===== config.mk =====
export PLATFORM = sky130hd
export DESIGN_NAME = scanner
export DESIGN_NICKNAME = d
export VERILOG_FILES = /design/src/rtl/scanner.sv
export SDC_FILE = /design/constraint.sdc
export NUM_CORES = 1
export LEC_CHECK = 0
export ABC_AREA = 1
export BUFFER_PORTS_ARGS = -buffer_cell sky130_fd_sc_hd__buf_2
export CELL_PAD_IN_SITES_DETAIL_PLACEMENT = 1
export CELL_PAD_IN_SITES_GLOBAL_PLACEMENT = 1
export CORE_ASPECT_RATIO = 0.7
export CORE_MARGIN = 5
export CORE_UTILIZATION = 53
export CTS_CLUSTER_SIZE = 25
export DETAILED_ROUTE_END_ITERATION = 8
export GPL_ROUTABILITY_DRIVEN = 0
export GPL_TIMING_DRIVEN = 1
export HOLD_SLACK_MARGIN = 0.02
export PLACE_DENSITY = 0.92
export SLEW_MARGIN = 0
export SYNTH_ARGS = -nofsm -noshare
export SYNTH_HDL_FRONTEND = slang
export SYNTH_SLANG_ARGS = --single-unit

===== constraint.sdc =====
create_clock -name clk -period 3.5 [get_ports clk]
set_input_delay 0.525 -clock clk [delete_from_list [all_inputs] [get_ports clk]]
set_output_delay 0.525 -clock clk [all_outputs]
set_load 0.02 [all_outputs]

===== src/rtl/scanner.sv =====
// Data-collection scanner: captures a rolling sample value into a small FIFO at a fixed rate,
// then shifts the buffered bytes out MSB first on a registered dataOut/clkOut pair.
module scanner #(
  parameter int SAMPLE_PERIOD = 8,
  parameter int BUFFER_DEPTH  = 10,
  parameter int DATA_WIDTH    = 8
) (
  input  logic       clk,
  input  logic       rst,
  input  logic       readyForTransferIn,
  input  logic [1:0] localTransferInput,
  output logic       clkOut,
  output logic       dataOut,
  output logic [3:0] dataBuffer
);

  localparam int CNT_W = (SAMPLE_PERIOD > 1) ? $clog2(SAMPLE_PERIOD) : 1;
  localparam int BIT_W = (DATA_WIDTH > 1) ? $clog2(DATA_WIDTH) : 1;

  localparam logic [CNT_W-1:0] CNT_LAST  = CNT_W'(SAMPLE_PERIOD - 1);
  localparam logic [BIT_W-1:0] BIT_FIRST = BIT_W'(DATA_WIDTH - 1);
  localparam logic [3:0]       PTR_LAST  = 4'(BUFFER_DEPTH - 1);
  localparam logic [3:0]       FULL      = 4'(BUFFER_DEPTH);

  localparam logic [1:0] CMD_COLLECT = 2'b01;
  localparam logic [1:0] CMD_FLUSH   = 2'b10;

  typedef enum logic [1:0] {
    IDLE     = 2'b00,
    COLLECT  = 2'b01,
    STANDBY  = 2'b10,
    TRANSFER = 2'b11
  } state_t;

  state_t                state, state_nxt;
  logic [CNT_W-1:0]      sample_cnt, sample_cnt_nxt;
  logic [DATA_WIDTH-1:0] sample_val, sample_val_nxt;
  logic [3:0]            wptr, wptr_nxt;
  logic [3:0]            rptr, rptr_nxt;
  logic [3:0]            fill_nxt;
  logic [BIT_W-1:0]      bit_idx, bit_idx_nxt;
  logic                  phase, phase_nxt;
  logic                  wr_en;
  logic                  clk_out_nxt, data_out_nxt;
  logic [DATA_WIDTH-1:0] mem [BUFFER_DEPTH];

  // State register together with counters, pointers and the registered serial outputs.
  always_ff @(posedge clk) begin
    if (rst) begin
      state      <= IDLE;
      sample_cnt <= '0;
      sample_val <= '0;
      wptr       <= 4'd0;
      rptr       <= 4'd0;
      dataBuffer <= 4'd0;
      bit_idx    <= '0;
      phase      <= 1'b0;
      clkOut     <= 1'b0;
      dataOut    <= 1'b0;
    end else begin
      state      <= state_nxt;
      sample_cnt <= sample_cnt_nxt;
      sample_val <= sample_val_nxt;
      wptr       <= wptr_nxt;
      rptr       <= rptr_nxt;
      dataBuffer <= fill_nxt;
      bit_idx    <= bit_idx_nxt;
      phase      <= phase_nxt;
      clkOut     <= clk_out_nxt;
      dataOut    <= data_out_nxt;
    end
  end

  // Sample storage; contents need no reset because the fill level gates every read.
  always_ff @(posedge clk) begin
    if (wr_en) begin
      mem[wptr] <= sample_val;
    end
  end

  // Next-state and datapath update logic.
  always_comb begin
    state_nxt      = state;
    sample_cnt_nxt = sample_cnt;
    sample_val_nxt = sample_val;
    wptr_nxt       = wptr;
    rptr_nxt       = rptr;
    fill_nxt       = dataBuffer;
    bit_idx_nxt    = bit_idx;
    phase_nxt      = phase;
    wr_en          = 1'b0;
    case (state)
      IDLE: begin
        if (localTransferInput == CMD_COLLECT) begin
          state_nxt      = COLLECT;
          sample_cnt_nxt = '0;
        end else begin
          state_nxt = IDLE;
        end
      end
      COLLECT: begin
        if (sample_cnt == CNT_LAST) begin
          wr_en          = 1'b1;
          wptr_nxt       = (wptr == PTR_LAST) ? 4'd0 : wptr + 4'd1;
          sample_val_nxt = sample_val + 1'b1;
          fill_nxt       = dataBuffer + 4'd1;
          sample_cnt_nxt = '0;
          if (fill_nxt == FULL) begin
            state_nxt = STANDBY;
          end else begin
            state_nxt = COLLECT;
          end
        end else begin
          sample_cnt_nxt = sample_cnt + 1'b1;
        end
      end
      STANDBY: begin
        if (readyForTransferIn && (localTransferInput == CMD_FLUSH)) begin
          state_nxt   = TRANSFER;
          bit_idx_nxt = BIT_FIRST;
          phase_nxt   = 1'b0;
        end else begin
          state_nxt = STANDBY;
        end
      end
      TRANSFER: begin
        if (!phase) begin
          phase_nxt = 1'b1;
        end else begin
          phase_nxt = 1'b0;
          if (bit_idx == '0) begin
            rptr_nxt    = (rptr == PTR_LAST) ? 4'd0 : rptr + 4'd1;
            fill_nxt    = dataBuffer - 4'd1;
            bit_idx_nxt = BIT_FIRST;
            if (dataBuffer == 4'd1) begin
              state_nxt = IDLE;
            end else begin
              state_nxt = TRANSFER;
            end
          end else begin
            bit_idx_nxt = bit_idx - 1'b1;
          end
        end
      end
      default: begin
        state_nxt = IDLE;
      end
    endcase
  end

  // Serial outputs follow the upcoming state so clkOut/dataOut line up with the TRANSFER cycles.
  always_comb begin
    clk_out_nxt  = 1'b0;
    data_out_nxt = 1'b0;
    if (state_nxt == TRANSFER) begin
      clk_out_nxt  = phase_nxt;
      data_out_nxt = mem[rptr_nxt][bit_idx_nxt];
    end else begin
      clk_out_nxt  = 1'b0;
      data_out_nxt = 1'b0;
    end
  end

endmodule


# ---- Word-level counts from Yosys, hierarchy flattened
# Memories as Yosys holds them, arrays and structs flattened.
# Cells that the tools add are included.
dict set report classes {
  n_bitwise 1
  eq_ne 15
  n_mux 33
  n_addsub 7
  order_cmp 1
  n_reduce_logical 9
}
# operator n
set op_table {}
lappend op_table {{4-bit 2-to-1 mux} 8}
lappend op_table {{3-bit 2-to-1 mux} 5}
lappend op_table {{4-bit by 1-bit adder with 4-bit output (second input constant)} 3}
lappend op_table {{4-bit equality test (second input constant)} 3}
lappend op_table {{3-bit case mux with 2 select lines} 2}
lappend op_table {{2-bit 2-to-1 mux} 5}
lappend op_table {{1-bit 2-to-1 mux} 9}
lappend op_table {{8-bit by 1-bit adder with 8-bit output (second input constant)} 1}
lappend op_table {{2-bit equality test (second input constant)} 4}
lappend op_table {{2-bit != test (second input constant)} 4}
lappend op_table {{2-bit case mux with 4 select lines} 1}
lappend op_table {{4-bit case mux with 2 select lines} 1}
lappend op_table {{2-bit by 1-bit equality test with 1-bit output (second input constant)} 2}
lappend op_table {{4-bit by 1-bit equality test with 1-bit output (second input constant)} 1}
lappend op_table {{3-bit by 4-bit < comparator with 1-bit output (second input constant)} 1}
lappend op_table {{2-bit AND reduction} 2}
lappend op_table {{4-bit AND reduction} 1}
lappend op_table {{2-bit nonzero test} 2}
lappend op_table {{4-bit by 1-bit subtractor with 4-bit output (second input constant)} 1}
lappend op_table {{3-bit by 1-bit adder with 3-bit output (second input constant)} 1}
lappend op_table {{1-bit binary-select mux with 3-bit select} 1}
lappend op_table {{3-bit equality test (second input constant)} 1}
lappend op_table {{3-bit zero test} 1}
lappend op_table {{3-bit by 1-bit subtractor with 3-bit output (second input constant)} 1}
lappend op_table {{other kinds (5)} 5}
dict set report totals {
  ff_bits 31
  ram_bits 80
  in_bits 5
  word_cells 77
  memories 1
}
# memory depth word_bits read_ports rd_clocked_by_memory_dff wr line
set memory_table {}
lappend memory_table {mem 10 8 1 0 1 45} ;# logic [DATA_WIDTH-1:0] mem [BUFFER_DEPTH];

# ---- Logic depth before layout (Yosys ltp)
# Gate-level depths: netlist (run 1).
dict set report logic_depth {
  depth_word 8
  mapped_depth 18
  mapped_depth_nobuf 17
}

# ---- Worst setup path after synthesis (run 1)
# No wires, ideal clock.
dict set report synth_timing {
  path_kind {register to register}
  startpoint {register state[0]}
  endpoint {memory mem[7][0] (enable)}
  synth_period_minus_slack_ps 1974
  t_required_ps 3126
  stages_incl_launch_ff 9
  setup_slack_ps 1526
  setup_ps 374
  path_buffers 0
  arrival_ps 1601
  path_cell_list {dfxtp_1 > inv_1 > nor2_1 > inv_2 > nor2_4 > inv_2 > nor2_1 > inv_1 > nor2_1}
}
dict set report synth_via {
  elab_chain_cells 4
}
# element line
set synth_lines {}
lappend synth_lines {{from (decl)} 35} ;# state_t state, state_nxt;
lappend synth_lines {{from (signal assigned)} 61} ;# state <= state_nxt;
lappend synth_lines {{2-bit by 1-bit equality test with 1-bit output} 92} ;# case (state)
lappend synth_lines {{1-bit 2-to-1 mux} 92}
lappend synth_lines {{1-bit 2-to-1 mux} 76} ;# if (wr_en) begin
lappend synth_lines {{1-bit 2-to-1 mux (not written as such)} 77} ;# mem[wptr] <= sample_val;
lappend synth_lines {{to (decl)} 45}
# No other way between the ends.

# ---- Worst setup path after layout (run 1)
dict set report layout_timing {
  startpoint {register state[0]}
  endpoint {memory mem[3][7] (enable)}
}
# Same word-level chain as after synthesis.

==> results of run 1 <==
[layer usage]
| metal | share of wire | up-vias | routed length, um | GRT usage |
|---|---|---|---|---|
| met5 | 0 | - | 0 | 0 |
| met3 | 0.064 | 20 | 848 | 0.0536 |
| met1 | 0.44 | 1883 | 5830 | 0.321 |
| li1 | - | 1813 | - | - |
| met4 | 0.015 | 0 | 204 | 0.0707 |
| met2 | 0.48 | 122 | 6470 | 0.390 |
[flip-flops by register name, summed over array words and instances, names as in the netlist]
name        cells
dataBuffer      4
state           2
rptr            4
clkOut          1
mem            80
bit_idx         3
sample_cnt      3
wptr            4
dataOut         1
phase           1
sample_val      8
[worst max-delay path: stages (launching register included)]
cell     delay (ns)
dfxtp_1        0.44
inv_1          0.13
nor2_1         0.28
inv_2          0.13
nor2_4         0.23
inv_2          0.13
nor2_1         0.16
inv_1          0.10
nor2_1         0.77
[kinds of logic (layout without fill, tap and decap cells)]
family,after synthesis,after routing,share of synthesized area
simple gates,257,257,0.223
xor+xnor,7,7,0.0118
fa+ha+maj,10,10,0.0241
flops,111,111,0.582
compound gates,56,56,0.0687
buf+inv,112,124,0.0901
[stage by stage]
step / cells / cell area, um2 / hold WS, ns
6_report: 693 / 5620 / 0.514
3_3_place_gp: 677 / 5300 / 0.477
4_1_cts: 693 / 5620 / 0.510
5_1_grt: 693 / 5620 / 0.545
3_5_place_dp: 677 / 5300 / 0.502
2_1_floorplan: 553 / 5190 / 0.464
[cell type report]
class	instances	share of cell area
flip-flops and latches	111	0.538
well taps	128	0.0285
inverters	98	0.0655
repair buffers	10	0.00891
multi-input cells	330	0.303
clock inverters	4	0.00891
clock buffers	12	0.0477
[cell usage in the layout, fill, tap and decap left out, types with 2 or more instances in the layout]
cell type and instances:
nand2_4 2, edfxtp_1 80, inv_2 3, nor2_4 3
nand4_1 3, buf_2 10, ha_1 10, a211oi_1 3
nor2_2 2, nor3_1 7, nand3_1 64, xnor2_1 3
inv_4 2, nor3_2 2, xor2_1 4, nand2_2 5
a21oi_1 25, inv_1 95, clkbuf_16 10, nand2_1 110
o211ai_1 7, o21ai_0 12, nor2_1 54, dfxtp_1 31
[worst max-delay path by stage]
stage                               start                   to  slack (ns)  depth (start not counted)
finish                state[0]$_SDFF_PP0_  mem[3][7]$_DFFE_PP_        0.75                          8
global route          state[0]$_SDFF_PP0_  mem[3][7]$_DFFE_PP_        0.50                          8
CTS                   state[0]$_SDFF_PP0_  mem[3][7]$_DFFE_PP_        0.77                          8
detailed placement    state[0]$_SDFF_PP0_  mem[3][3]$_DFFE_PP_        0.87                          8
global placement    bit_idx[0]$_SDFF_PP0_   dataOut$_SDFF_PP0_        1.15                         16
floorplan             state[0]$_SDFF_PP0_  mem[7][0]$_DFFE_PP_        1.53                          8
[power by group through the flow]
stage,clock (W),sequential (W),combinational [W]
floorplan,0,0.00142,0.0000135
global placement,0,0.00142,0.0000188
detailed placement,0,0.00142,0.0000215
CTS,0.00108,0.00139,0.0000216
global route,0.00114,0.00139,0.0000240
finish,0.00108,0.00139,0.0000219
==> flow_metrics.tcl, run 1 <==
set metrics [dict create \
    power_density_nw_per_um2 444 \
    cts_root_buf "clkbuf_16" \
    drive_gt1_frac 0.0867 \
    cp_data_required_time_ns 3.47 \
    multiInputGateArea_um2 1700 \
    maxCapViolCount 0 \
    synth-edff-count 80 \
    dr.pass1.iters 4 \
    hold_end "sample_cnt[2]$_SDFFE_PP0P_" \
    cts_hold_buf 0 \
    finalSetupViolCount 0 \
    slew_headroom 0.321 \
    netlist_top_cells_count "110 x nand2_1, 95 x inv_1, 80 x edfxtp_1" \
    routed_wl_um 13400 \
    cts_buffers 9 \
    vias 3838 \
    p_leak_nw 2.32 \
    initial_core_util 0.538 \
    p_sw_w 0.000478 \
    grt.total_usage 0.239 \
    critPathKind "flip-flop to flip-flop" \
    status "finished clean" \
    regToRegStartpoint "state[0]$_SDFF_PP0_" \
    synth.area.top_cells "edfxtp_1 46%, dfxtp_1 12%, nand2_1 8.0%" \
    async_flop_share 0 \
    rrSetupSlack_ns 0.75 \
    drt-initial-drc-count 366 \
    ys_seq_area_frac 0.582 \
    die_area_um2 11900 \
    area_growth_pct 8.24 \
    critical_path_arrival_ns 2.72 \
    p_int_w 0.00202 \
    post_cts_buffers 0 \
    synth_seq_cells 111 \
    clkSlewWorstSetupHoldPaths_ns 0.07 \
    dp_slack_ns 0.865 \
    postLayoutCoreUtil 0.582 \
    pin_count 11 \
    worstPathMaxFanout 9 \
    die_height_um 92.8 \
    drc 0 \
    worstHoldStart "sample_cnt[2]$_SDFFE_PP0P_" \
    layout.nets 575 \
    skew_ns 0.00645 \
    htreeDepth 3 \
    seqCellArea_um2 3020 \
    hold-path-cell-count 2 \
    cts_tree "yes" \
    period_needed_ns 2.75 \
    timing.final.crit_share 0.785 \
    cts.repair.resized 0 \
    antenna_found_initial 0 \
    clkPwrFrac 0.433 \
    dpl.hpwl_um 9300 \
    row_count 30 \
    synth_top_area_cell "edfxtp_1" \
    p_seq_frac 0.559 \
    min_path_type "flip-flop to flip-flop" \
    core_area_um2 9650 \
    antenna_cells 0 \
    critPathCaptureType "flip-flop" \
    total_power_w 0.00249 \
    switching_share 0.192 \
    fillers 1088 \
    ys_warn_count 0 \
    syn-num-nets 568 \
    routedWlPerCell_um 19.3 \
    setup_ws_ns 0.751 \
    yosys_most_used_dff "edfxtp_1" \
    synth_top_cell_area_share 0.463 \
    p_comb_frac 0.009 \
    syn-mean-instance-area_um2 9.39 \
    grt_max_degree 43 \
    reg2regPathDepth 8 \
    vias_per_cell 5.54 \
    hold_violations 0 \
    ir_worst_vdd_uv 318 \
    grt_pass1_wl_um 21500 \
    tightest_slew_ns 1.02 \
    finalSetupTns_ns 0 \
    regToRegEndpoint "mem[3][7]$_DFFE_PP_" \
    postSynthCellCount 553 \
    synth_most_common_cell "nand2_1" \
    grt_pass1_vias 3971 \
    fmax_mhz 364 \
    dieWidth_um 128 \
    drv_slew 0 \
    postRouteAntennaNets 0 \
    cts.path.max_buffers 2 \
    cts_sinks 111 \
    clock_latency_ns 0.35 \
    cp-start-kind "flip-flop" \
    rsz0062_at_grt "false" \
    portBuffers 10 \
    grt_remaining_overflow 0 \
    ys_types 39 \
    syn_area_um2 5190 \
]
(Power assumes the default switching activity.)
==> run 2: changes to the inputs <==
--- a/config.mk
+++ b/config.mk
@@ -5,19 +5,19 @@
 export SDC_FILE = /design/constraint.sdc
 export NUM_CORES = 1
 export LEC_CHECK = 0
-export ABC_AREA = 1
+export ABC_AREA = 0
 export BUFFER_PORTS_ARGS = -buffer_cell sky130_fd_sc_hd__buf_2
 export CELL_PAD_IN_SITES_DETAIL_PLACEMENT = 1
 export CELL_PAD_IN_SITES_GLOBAL_PLACEMENT = 1
 export CORE_ASPECT_RATIO = 0.7
 export CORE_MARGIN = 5
-export CORE_UTILIZATION = 53
+export CORE_UTILIZATION = 51
 export CTS_CLUSTER_SIZE = 25
 export DETAILED_ROUTE_END_ITERATION = 8
 export GPL_ROUTABILITY_DRIVEN = 0
 export GPL_TIMING_DRIVEN = 1
 export HOLD_SLACK_MARGIN = 0.02
-export PLACE_DENSITY = 0.92
+export PLACE_DENSITY = 0.86
 export SLEW_MARGIN = 0
 export SYNTH_ARGS = -nofsm -noshare
 export SYNTH_HDL_FRONTEND = slang
==> constraint.sdc (replaced) <==
create_clock -name clk -period 2.7 [get_ports clk]
set_input_delay 0.405 -clock clk [delete_from_list [all_inputs] [get_ports clk]]
set_output_delay 0.405 -clock clk [all_outputs]
set_load 0.02 [all_outputs]
==> flow_metrics.tcl, run 2 <==
set metrics [dict create \
    async_flop_share 0 \
    path_cells "inv_2 -> ha_4 -> nand3b_1 -> buf_4 -> buf_4 -> o21ai_1 -> buf_4 -> o31ai_4 -> buf_4 -> buf_4 -> or4_4 -> nand3_1 -> o41ai_1 -> a31oi_1 -> a311oi_2" \
    cts_sinks 111 \
    critical_path_arrival_ns 3.09 \
    cp_data_required_time_ns 2.95 \
    cts_tree "yes" \
    antenna_cells 0 \
    fmax_mhz 352 \
    postSynthCellCount 396 \
    drt-initial-drc-count 362 \
    rrSetupSlack_ns -0.14 \
    largest_reg_flops 80 \
    synth-edff-count 80 \
    stdcell_count 585 \
    vias 3612 \
    reg2regPathDepth 15 \
    htreeDepth 3 \
    worst_path_most_repeated_cell "buf_4" \
    synth_most_common_cell "edfxtp_1" \
    hold_violations 0 \
    total_power_w 0.00328 \
    slowest_delay_ns 0.51 \
    cts.path.max_buffers 2 \
    syn-mean-instance-area_um2 12.3 \
    netlist_top_cells_count "80 x edfxtp_1, 42 x nand2_1, 40 x nor2_1" \
    cts_root_buf "clkbuf_16" \
    routed_wl_um 14900 \
    core_area_um2 9180 \
    cts_hold_buf 0 \
    die_area_um2 11600 \
    area_growth_pct 20.8 \
    synth_seq_cells 111 \
    grt_remaining_overflow 0 \
    ys_warn_count 0 \
    setup_ws_ns -0.143 \
    critPathCaptureType "flip-flop" \
    fillers 927 \
    dr.pass1.iters 5 \
    dp.cells 560 \
    grt_pass1_vias 3779 \
    drc 0 \
    synth.area.top_cells "edfxtp_1 49%, dfxtp_1 13%, nand2_1 3.2%" \
    clkSlewWorstSetupHoldPaths_ns 0.09 \
    dieWidth_um 127 \
    pin_count 11 \
    crit_slowest_cell "or4_4" \
    yosys_most_used_dff "edfxtp_1" \
    finalSetupViolCount 1 \
    rsz0062_at_grt "true" \
    skew_ns 0.0139 \
    grt.total_usage 0.256 \
    regToRegStartpoint "bit_idx[1]$_SDFF_PP0_" \
    regMostFlops "mem" \
    grt_pass1_wl_um 22300 \
    power_density_nw_per_um2 558 \
    synth_top_cell_area_share 0.494 \
    portBuffers 10 \
    drive_gt1_frac 0.271 \
    syn-num-nets 411 \
    ys_seq_area_frac 0.621 \
    row_count 29 \
    worstPathMaxFanout 4 \
    worstHoldStart "rst" \
    cts_buffers 9 \
    final_common_cell "edfxtp_1" \
    tightest_slew_ns 0.655 \
    hold-path-cell-count 2 \
    min_path_type "input pin to flip-flop" \
    ir_worst_vdd_uv 586 \
    p_leak_nw 2.21 \
    clock_latency_ns 0.37 \
    slew_headroom 0.563 \
    drv_slew 0 \
    reg_top3 "mem x80, sample_val x8" \
    layout_common_cells "80 x edfxtp_1, 53 x buf_4, 40 x nand2_1" \
    syn_area_um2 4870 \
    ys_types 53 \
    violations "setup timing" \
    postRouteAntennaNets 0 \
    vias_per_cell 6.17 \
    timing.final.crit_share 1.05 \
    cp-start-kind "flip-flop" \
    maxCapViolCount 0 \
    regToRegEndpoint "dataOut$_SDFF_PP0_" \
    routedWlPerCell_um 25.5 \
    period_needed_ns 2.84 \
    layout.nets 471 \
    initial_core_util 0.530 \
    grt_max_degree 30 \
    dpl.hpwl_um 9350 \
    critPathKind "flip-flop to flip-flop" \
    hold_end "sample_cnt[0]$_SDFFE_PP0P_" \
    synth_top_area_cell "edfxtp_1" \
    status "finished with violations" \
    die_height_um 91.7 \
    antenna_found_initial 0 \
]
## run 2: logic make-up after synthesis
| family | count (synthesis) | synth area share |
|---|---|---|
| adders and majority gates | 10 | 0.0257 |
| DFF | 111 | 0.621 |
| AOI/OAI and AO/OA | 64 | 0.0936 |
| buffers and inverters | 26 | 0.0273 |
| muxes | 24 | 0.0633 |
| xor gates and xnor gates | 14 | 0.0252 |
| and+or+nand+nor | 147 | 0.144 |
## run 2: repair_timing
| item | 4_1_cts | 5_1_grt |
|---|---|---|
| gates resized for setup | 18 | 17 |
| gates cloned | 1 | 1 |
| pin swaps | 8 | 9 |
| hold endpoints to repair | 0 | 0 |
| setup buffers | 5 | 2 |
| endpoints found under the setup margin | 1 | 1 |
## run 2: layout make-up
type,count,area (um2),area share
clock buffer,9,225,0.0383
clock inverter,7,97.6,0.0166
inverter,8,30.0,0.00511
multi-input combinational,260,1830,0.312
sequential,111,3030,0.515
tap,124,155,0.0264
timing repair buffer,66,510,0.0869
## run 2: power breakdown
part	switching, W	leakage (nW)	total [W]	internal (W)
registers	0.00000234	0.992	0.00180	0.00180
clock network	0.000692	0.159	0.00145	0.000753
logic	0.0000203	1.05	0.0000297	0.00000943
## run 2: stage by stage
stage	setup TNS (ns)	area, um2	hold WS, ns	setup slack [ns]	util
CTS	-0.117	5790	0.511	-0.117	0.631
global route	-0.233	5880	0.565	-0.233	0.640
floorplan	-0.0388	4870	0.470	-0.0388	-
finish	-0.143	5880	0.518	-0.143	0.640
global placement	-0.0452	5340	0.488	-0.0452	0.582
detailed placement	-0.200	5340	0.522	-0.200	0.582
## run 2: worst max-delay path by stage
stage	from	endpoint	slack [ns]	cells after the start
after floorplan	rptr[1]$_SDFF_PP0_	dataOut$_SDFF_PP0_	-0.04	12
after global placement	bit_idx[0]$_SDFF_PP0_	dataOut$_SDFF_PP0_	-0.05	10
after detailed placement	bit_idx[0]$_SDFF_PP0_	dataOut$_SDFF_PP0_	-0.20	11
after CTS	rptr[1]$_SDFF_PP0_	dataOut$_SDFF_PP0_	-0.12	11
after global routing	bit_idx[1]$_SDFF_PP0_	dataOut$_SDFF_PP0_	-0.23	15
final	bit_idx[1]$_SDFF_PP0_	dataOut$_SDFF_PP0_	-0.14	15
## run 2: per-layer routing
metal | global-route usage | part of all wire | wire length [um] | up-vias
li1 | - | - | - | 1593
met1 | 0.347 | 0.43 | 6470 | 1843
met2 | 0.414 | 0.48 | 7190 | 143
met3 | 0.0546 | 0.059 | 877 | 33
met4 | 0.0848 | 0.024 | 350 | 0
met5 | 0 | 0 | 0 | -
## run 2: critical path, delay by kind of cell (launching register included)
family          cells  cell delay (ns)
compound gates      5             0.65
buf+inv             6             0.84
simple gates        3             0.75
fa+ha+maj           1             0.14
flops               1             0.34
==> run 3: changes to the inputs <==
--- a/config.mk
+++ b/config.mk
@@ -9,7 +9,7 @@
 export BUFFER_PORTS_ARGS = -buffer_cell sky130_fd_sc_hd__buf_2
 export CELL_PAD_IN_SITES_DETAIL_PLACEMENT = 1
 export CELL_PAD_IN_SITES_GLOBAL_PLACEMENT = 1
-export CORE_ASPECT_RATIO = 0.7
+export CORE_ASPECT_RATIO = 0.75
 export CORE_MARGIN = 5
 export CORE_UTILIZATION = 51
 export CTS_CLUSTER_SIZE = 25
==> flow_metrics.tcl, run 3 (synthesis results as in run 2) <==
set metrics [dict create \
    critical_path_arrival_ns 3.08 \
    vias 3564 \
    finalSetupViolCount 1 \
    cp-start-kind "flip-flop" \
    drive_gt1_frac 0.254 \
    dr.pass1.iters 5 \
    timing.final.crit_share 1.04 \
    regMostFlops "mem" \
    htreeDepth 3 \
    cts_sinks 111 \
    initial_core_util 0.529 \
    slew_headroom 0.389 \
    tightest_slew_ns 0.893 \
    dpl.hpwl_um 9020 \
    vias_per_cell 6.05 \
    dieWidth_um 123 \
    grt_remaining_overflow 0 \
    largest_reg_flops 80 \
    drc 0 \
    violations "setup timing" \
    cts_buffers 9 \
    routedWlPerCell_um 23.4 \
    ir_worst_vdd_uv 438 \
    cts_tree "yes" \
    final_common_cell "edfxtp_1" \
    clock_latency_ns 0.36 \
    cts_root_buf "clkbuf_16" \
    grt_max_degree 30 \
    antenna_cells 0 \
    skew_ns 0.00809 \
    reg_top3 "mem x80, sample_val x8" \
    critPathCaptureType "flip-flop" \
    layout.nets 471 \
    setup_ws_ns -0.106 \
    min_path_type "flip-flop to flip-flop" \
    grt.total_usage 0.256 \
    layout_common_cells "80 x edfxtp_1, 53 x buf_4, 40 x nand2_1, 40 x nor2_1, 30 x dfxtp_1" \
    drv_slew 0 \
    fmax_mhz 356 \
    period_needed_ns 2.81 \
    dp.cells 563 \
    status "finished with violations" \
    hold_violations 0 \
    grt_pass1_vias 3806 \
    grt_pass1_wl_um 21700 \
    stdcell_count 589 \
    die_area_um2 11600 \
    drt-initial-drc-count 283 \
    whs_ns 0.516 \
    die_height_um 94.6 \
    maxCapViolCount 0 \
    core_area_um2 9200 \
    pin_count 11 \
    row_count 30 \
    postRouteAntennaNets 0 \
    postLayoutCoreUtil 0.634 \
    cts.path.max_buffers 2 \
    reg2regPathDepth 9 \
    rsz0062_at_grt "true" \
    p_leak_nw 2.17 \
    power_density_nw_per_um2 547 \
    critPathKind "flip-flop to flip-flop" \
    area_growth_pct 19.8 \
    hold-path-cell-count 2 \
    antenna_found_initial 0 \
    portBuffers 10 \
    worstPathMaxFanout 5 \
    routed_wl_um 13800 \
    fillers 909 \
    clkSlewWorstSetupHoldPaths_ns 0.07 \
    cp_data_required_time_ns 2.97 \
]
==> run 3: layer usage <==
metal / track usage / wire length (um) / up-vias
li1: - / - / 1593
met1: 0.331 / 5740 / 1803
met2: 0.430 / 6830 / 141
met3: 0.0683 / 990 / 27
met4: 0.0634 / 218 / 0
met5: 0 / 0 / -
==> run 3: power by group <==
group | switching [W] | leakage [nW] | internal (W)
clock network | 0.000622 | 0.144 | 0.000733
registers | 0.00000219 | 0.991 | 0.00180
logic | 0.0000192 | 1.04 | 0.00000928
==> run 3: critical path, cell delays in order, from the launching register on <==
cell and delay (ns):
dfxtp_2 0.34, inv_2 0.05, ha_4 0.15, and3b_2 0.22
or4_4 0.54, and2_4 0.23, mux4_2 0.36, a211oi_2 0.07
or4_1 0.51, a311oi_1 0.26
==> run 3: area by class of cell <==
cell class              instances  area (um2)  area share
repair buffers                 65         479      0.0822
well taps                     128         160      0.0275
flip-flops and latches        111        3020       0.519
clock buffers                  11         233      0.0399
multi-input cells             261        1840       0.315
inverters                       8        30.0     0.00515
clock inverters                 5        66.3      0.0114
==> run 3: worst paths after layout <==
check	slack, ns	endpoint	startpoint
min reg2reg	0.52	sample_cnt[1]$_SDFFE_PP0P_	sample_cnt[1]$_SDFFE_PP0P_
max reg2reg	-0.11	dataOut$_SDFF_PP0_	rptr[1]$_SDFF_PP0_
min	0.52	sample_cnt[1]$_SDFFE_PP0P_	sample_cnt[1]$_SDFFE_PP0P_
max	-0.11	dataOut$_SDFF_PP0_	rptr[1]$_SDFF_PP0_
==> run 3: through the flow <==
stage	total power (W)	TNS (ns)	area [um2]	setup WS, ns
after floorplan	0.00186	-0.0388	4870	-0.0388
after global placement	0.00187	-0.0893	5350	-0.0893
after detailed placement	0.00187	-0.291	5350	-0.291
after CTS	0.00319	-0.0984	5800	-0.0984
after global routing	0.00329	-0.238	5830	-0.238
final	0.00319	-0.106	5830	-0.106
==> run 3: repair_timing <==
| action | CTS | global route |
|---|---|---|
| endpoints found under the setup margin | 1 | 1 |
| pin swaps | 10 | 1 |
| hold buffers | 0 | 0 |
| gates cloned | 2 | 0 |
| resized for setup | 23 | 4 |
| buffers inserted | 9 | 0 |
